### src/rtl/mem_interface_pkg.sv
// rtl/mem_interface_pkg.sv - shared CPU constants: sequencer state encoding and bus-mux selects
package mem_interface_pkg;

  localparam logic [1:0] ST_IDLE = 2'd0;
  localparam logic [1:0] ST_REQ  = 2'd1;
  localparam logic [1:0] ST_DONE = 2'd2;

  // Bus-mux encoder codes; the MDR drives the mux input selected by MDR_SEL.
  localparam logic [4:0] PC_SEL  = 5'd0;
  localparam logic [4:0] IR_SEL  = 5'd1;
  localparam logic [4:0] MDR_SEL = 5'd2;
  localparam logic [4:0] ALU_SEL = 5'd3;

endpackage

### src/rtl/mem_interface_mdr_reg.sv
// rtl/mem_interface_mdr_reg.sv - 32-bit MDR with bus/memory load select and async clear
module mem_interface_mdr_reg (
  input  logic        clk,
  input  logic        reset_n,
  input  logic        load_bus,
  input  logic [31:0] bus_in,
  input  logic        load_mem,
  input  logic [31:0] mem_rdata,
  output logic [31:0] data_q
);

  // Memory capture wins; the sequencer never asserts both loads in one cycle.
  always_ff @(posedge clk or negedge reset_n) begin
    if (!reset_n) begin
      data_q <= '0;
    end else if (load_mem) begin
      data_q <= mem_rdata;
    end else if (load_bus) begin
      data_q <= bus_in;
    end
  end

endmodule

### src/rtl/mem_interface.sv
// rtl/mem_interface.sv - MAR/MDR pair and single-word memory handshake sequencer
module mem_interface
  import mem_interface_pkg::*;
#(
  parameter int ADDR_W  = 9,
  parameter int TIMEOUT = 15
) (
  input  logic              clk,
  input  logic              reset_n,
  input  logic [31:0]       bus_in,
  input  logic              mar_in,
  input  logic              mdr_in,
  input  logic              read,
  input  logic              write,
  output logic [31:0]       mdr_q,
  output logic [ADDR_W-1:0] mem_addr,
  output logic [31:0]       mem_wdata,
  output logic              mem_req,
  output logic              mem_we,
  input  logic [31:0]       mem_rdata,
  input  logic              mem_ack,
  output logic              busy,
  output logic              done,
  output logic              err
);

  localparam int CNT_W = (TIMEOUT > 1) ? $clog2(TIMEOUT) : 1;
  localparam logic [CNT_W-1:0] CNT_LAST = CNT_W'(TIMEOUT - 1);

  logic [1:0]        state_q, state_d;
  // Only the word-address bits of the MAR are ever observable, so only they are kept.
  logic [ADDR_W-1:0] mar_q, mar_d;
  logic [CNT_W-1:0]  cnt_q, cnt_d;
  logic              we_q, we_d;
  logic              err_q, err_d;
  logic              mdr_load_bus;
  logic              mdr_load_mem;

  always_comb begin
    state_d      = state_q;
    mar_d        = mar_q;
    cnt_d        = cnt_q;
    we_d         = we_q;
    err_d        = err_q;
    mdr_load_bus = 1'b0;
    mdr_load_mem = 1'b0;
    case (state_q)
      ST_IDLE: begin
        if (mar_in) mar_d = bus_in[ADDR_W-1:0];
        mdr_load_bus = mdr_in;
        if (read ^ write) begin
          state_d = ST_REQ;
          we_d    = write;
          cnt_d   = '0;
          err_d   = 1'b0;
        end else if (read && write) begin
          err_d = 1'b1;
        end
      end
      ST_REQ: begin
        // Ack is checked first so an ack on the last allowed cycle still succeeds.
        if (mem_ack) begin
          mdr_load_mem = ~we_q;
          state_d      = ST_DONE;
        end else if (cnt_q == CNT_LAST) begin
          err_d   = 1'b1;
          state_d = ST_IDLE;
        end else begin
          cnt_d = cnt_q + CNT_W'(1);
        end
      end
      ST_DONE: begin
        if (mar_in) mar_d = bus_in[ADDR_W-1:0];
        mdr_load_bus = mdr_in;
        state_d      = ST_IDLE;
      end
      default: state_d = ST_IDLE;
    endcase
  end

  always_ff @(posedge clk or negedge reset_n) begin
    if (!reset_n) begin
      state_q <= ST_IDLE;
      mar_q   <= '0;
      cnt_q   <= '0;
      we_q    <= 1'b0;
      err_q   <= 1'b0;
    end else begin
      state_q <= state_d;
      mar_q   <= mar_d;
      cnt_q   <= cnt_d;
      we_q    <= we_d;
      err_q   <= err_d;
    end
  end

  mem_interface_mdr_reg u_mdr (
    .clk      (clk),
    .reset_n  (reset_n),
    .load_bus (mdr_load_bus),
    .bus_in   (bus_in),
    .load_mem (mdr_load_mem),
    .mem_rdata(mem_rdata),
    .data_q   (mdr_q)
  );

  assign mem_addr  = mar_q;
  assign mem_wdata = mdr_q;
  assign mem_req   = (state_q == ST_REQ);
  assign mem_we    = mem_req & we_q;
  assign busy      = mem_req;
  assign done      = (state_q == ST_DONE);
  assign err       = err_q;

endmodule

### config.mk
export PLATFORM = sky130hd
export DESIGN_NAME = mem_interface
export DESIGN_NICKNAME = d
export VERILOG_FILES = /design/src/rtl/mem_interface_pkg.sv /design/src/rtl/mem_interface_mdr_reg.sv /design/src/rtl/mem_interface.sv
export SDC_FILE = /design/constraint.sdc
export NUM_CORES = 1
export LEC_CHECK = 0
export BUFFER_PORTS_ARGS = -buffer_cell sky130_fd_sc_hd__buf_2
export CORE_MARGIN = 5
export CORE_UTILIZATION = 44
export DETAILED_ROUTE_END_ITERATION = 8
export MAX_ROUTING_LAYER = met4
export PLACE_DENSITY = 0.8
export RECOVER_POWER = 100
export SETUP_SLACK_MARGIN = 0.02
export SYNTH_ARGS = -nofsm -noshare
export SYNTH_HDL_FRONTEND = slang
export SYNTH_HIERARCHICAL = 1
export SYNTH_SLANG_ARGS = --single-unit
### constraint.sdc
create_clock -name clk -period 2.02 [get_ports clk]
set_clock_uncertainty 0.1 [all_clocks]
set_input_delay 0.303 -clock clk [delete_from_list [all_inputs] [get_ports clk]]
set_output_delay 0.303 -clock clk [all_outputs]
set_load 0.05 [all_outputs]
==> flow_summary.json <==
{
  "startpoint_type": "register",
  "grt_usage_pct": 16.0,
  "path_buf_inv": 2,
  "cp_data_arrival_time_ns": 1.42,
  "cts.clk_slew.worst_paths_ns": 0.08,
  "grt-busiest-layer": "met2",
  "wl_per_cell_um": 14.0,
  "cts_max_path_buffers": 2,
  "critical_path.cell_chain": "nand2b_4 -> inv_2 -> and2_1 -> clkbuf_2",
  "netlist.area_leader.share_pct": 47.2,
  "routabilityCongestion": 0.762,
  "ys_warn_count": 6,
  "hpwl_mm": 4.69,
  "synthToLayoutAreaGrowth_pct": 20.2,
  "crit_fanout": 13,
  "post_cts_buffers": 0,
  "antenna_found_initial": 0,
  "avgViaCountPerCell": 4.78,
  "use_met3_pct": 3.97,
  "grt_pass1_vias": 2037,
  "timing.final.max_slew_violations": 0,
  "port_buffers": 148,
  "die_area_mm2": 0.00754,
  "grtUsageMet1_pct": 19.5,
  "cts_root_buf": "clkbuf_8",
  "antenna_cells": 0,
  "slowest_stage": "dfrtp_2",
  "synth-edff-count": 0,
  "min_to": "u_mdr/data_q[14]$_DFFE_PN0P_",
  "async_flop_share_pct": 100,
  "drcViolationCount": 0,
  "clock_sink_count": 49,
  "htree_levels": 2,
  "die_y_um": 86.9,
  "finalCriticalPeriod_ns": 1.83,
  "dp_slack_ns": 0.343,
  "grt_pass1_wl_mm": 9.40,
  "startpoint": "state_q[0]$_DFFE_PN0P_",
  "first_pass_iters": 4,
  "reg2reg_to": "u_mdr/data_q[21]$_DFFE_PN0P_",
  "grt_max_degree": 35,
  "hold_class": "primary input to register",
  "critPathKind": "register to output pin",
  "synth_nets": 317,
  "rsz0062_at_grt": "false",
  "num-nets-final": 430,
  "syn-mean-instance-area_um2": 10.7,
  "critical_path.max_stage_delay_ns": 0.51,
  "reg2regPathDepth": 4,
  "rr_startpoint": "state_q[0]$_DFFE_PN0P_",
  "grt-ovfl-total": 0,
  "cap_violations": 0,
  "crit_path_end_kind": "output pin",
  "path_delay_family": "flip-flops",
  "drt_iter0_drc": 47,
  "wl_mm": 6.04,
  "tightest_slew_ns": 0.692,
  "finalSetupViolations": 0,
  "clock.fmax_ghz": 0.547,
  "synthTopCellsByCount": "49 x dfrtp_1, 34 x nand2_1, 33 x buf_4",
  "outcome": "completed",
  "row_count": 28,
  "ant_nets": 0,
  "cts_made_buffers": 5,
  "synth_top_area_cell": "dfrtp_1",
  "synth_cells": 243,
  "synth.area.top_cells": "dfrtp_1 47%, mux2i_1 12%, buf_4 9.5%",
  "core_area_mm2": 0.00582,
  "slew_headroom_pct": 53.8,
  "fill_cells": 585,
  "whs_path_depth": 3,
  "ys_seq_elements": 49,
  "fin_ws_ns": 0.192,
  "clk_latency_ns": 0.29,
  "ioPinCount": 149,
  "synth-seq-area-share_pct": 47.2,
  "finalHoldViolCount": 0,
  "tns_ns": 0,
  "layout-drive-gt1-share_pct": 28.6,
  "synth.distinct_cells": 33,
  "syn_area_mm2": 0.00260,
  "vias": 2064,
  "r2r_slack_ns": 0.22,
  "synth_most_common_cell": "dfrtp_1",
  "cts_tree": "yes",
  "hp-start": "mem_rdata[14]",
  "finalCritPeriodShare_pct": 90.5,
  "use_met2_pct": 26.7,
  "die_w_um": 86.9,
  "synth_ff_type": "dfrtp_1",
  "crit_required_ns": 1.62,
  "initial_core_util_pct": 44.7
}
## timing repair
item	CTS	global route
endpoints found under the setup margin	0	1
endpoints found under the hold margin	21	0
resized for setup	0	1
hold buffers	1	0
## final cells by class
class	count	area [µm²]	area share (%)
clock inverter	1	30.0	0.962
timing repair buffer	153	696	22.3
multi-input combinational	141	967	31.0
tap	75	93.8	3.00
clock buffer	7	86.3	2.76
inverter	6	22.5	0.721
sequential	49	1230	39.3
## kinds of logic after synthesis
kind of cell	Yosys count	share of synthesized area, %
and+or+nand+nor	53	9.77
AOI/OAI and AO/OA	43	9.68
adders and majority gates	3	1.44
muxes	42	16.7
DFF	49	47.2
buffers and inverters	53	15.3
## layer usage
metal,part of all wire [%],routed length (µm),vias to the layer above
met2,47,2860,86
met4,0.88,53,0
met1,41,2490,946
li1,-,-,1026
met5,0,0,-
met3,10,630,6
## sequential cells by signal (all words and copies together), names as in the netlist
signal and count:
u_mdr/data_q 32, state_q 2, mem_addr 9, err 1
we_q 1, cnt_q 4
## through the flow
stage | utilization [%] | instance area (µm²) | hold WS, ns | instances
finish | 53.7 | 3120 | 0.110 | 432
global route | 53.7 | 3120 | 0.105 | 432
CTS | 55.8 | 3250 | 0.0979 | 432
detailed placement | 53.6 | 3120 | 0.204 | 423
global placement | 53.6 | 3120 | 0.210 | 423
floorplan | - | 2600 | -0.0926 | 243
## layout by cell type (no fill, tap or decap), types with 3 or more instances in the layout
| cell | count |
|---|---|
| clkbuf_8 | 6 |
| mux2_2 | 10 |
| mux2i_1 | 32 |
| inv_1 | 5 |
| dfrtp_1 | 48 |
| buf_2 | 71 |
| o21ai_1 | 5 |
| nand2_1 | 34 |
| nand3_1 | 3 |
| clkbuf_1 | 75 |
| o21ai_0 | 28 |
| clkbuf_2 | 5 |
| ha_1 | 3 |
## worst max-delay path by stage
stage | slack (ns) | end | depth (start not counted)
2_1_floorplan | 0.36 | mem_we | 3
3_3_place_gp | 0.37 | u_mdr/data_q[29]$_DFFE_PN0P_ | 4
3_5_place_dp | 0.34 | u_mdr/data_q[29]$_DFFE_PN0P_ | 4
4_1_cts | 0.07 | mem_we | 4
5_1_grt | 0.07 | u_mdr/data_q[25]$_DFFE_PN0P_ | 4
6_report | 0.19 | mem_we | 4
## worst min-delay path: stages
cell,delay (ns)
buf_2,0.07
nand2_1,0.04
o21ai_0,0.05
Power is not shown: default switching activity piles up to over one toggle a cycle in this logic, so the estimate is an artifact.
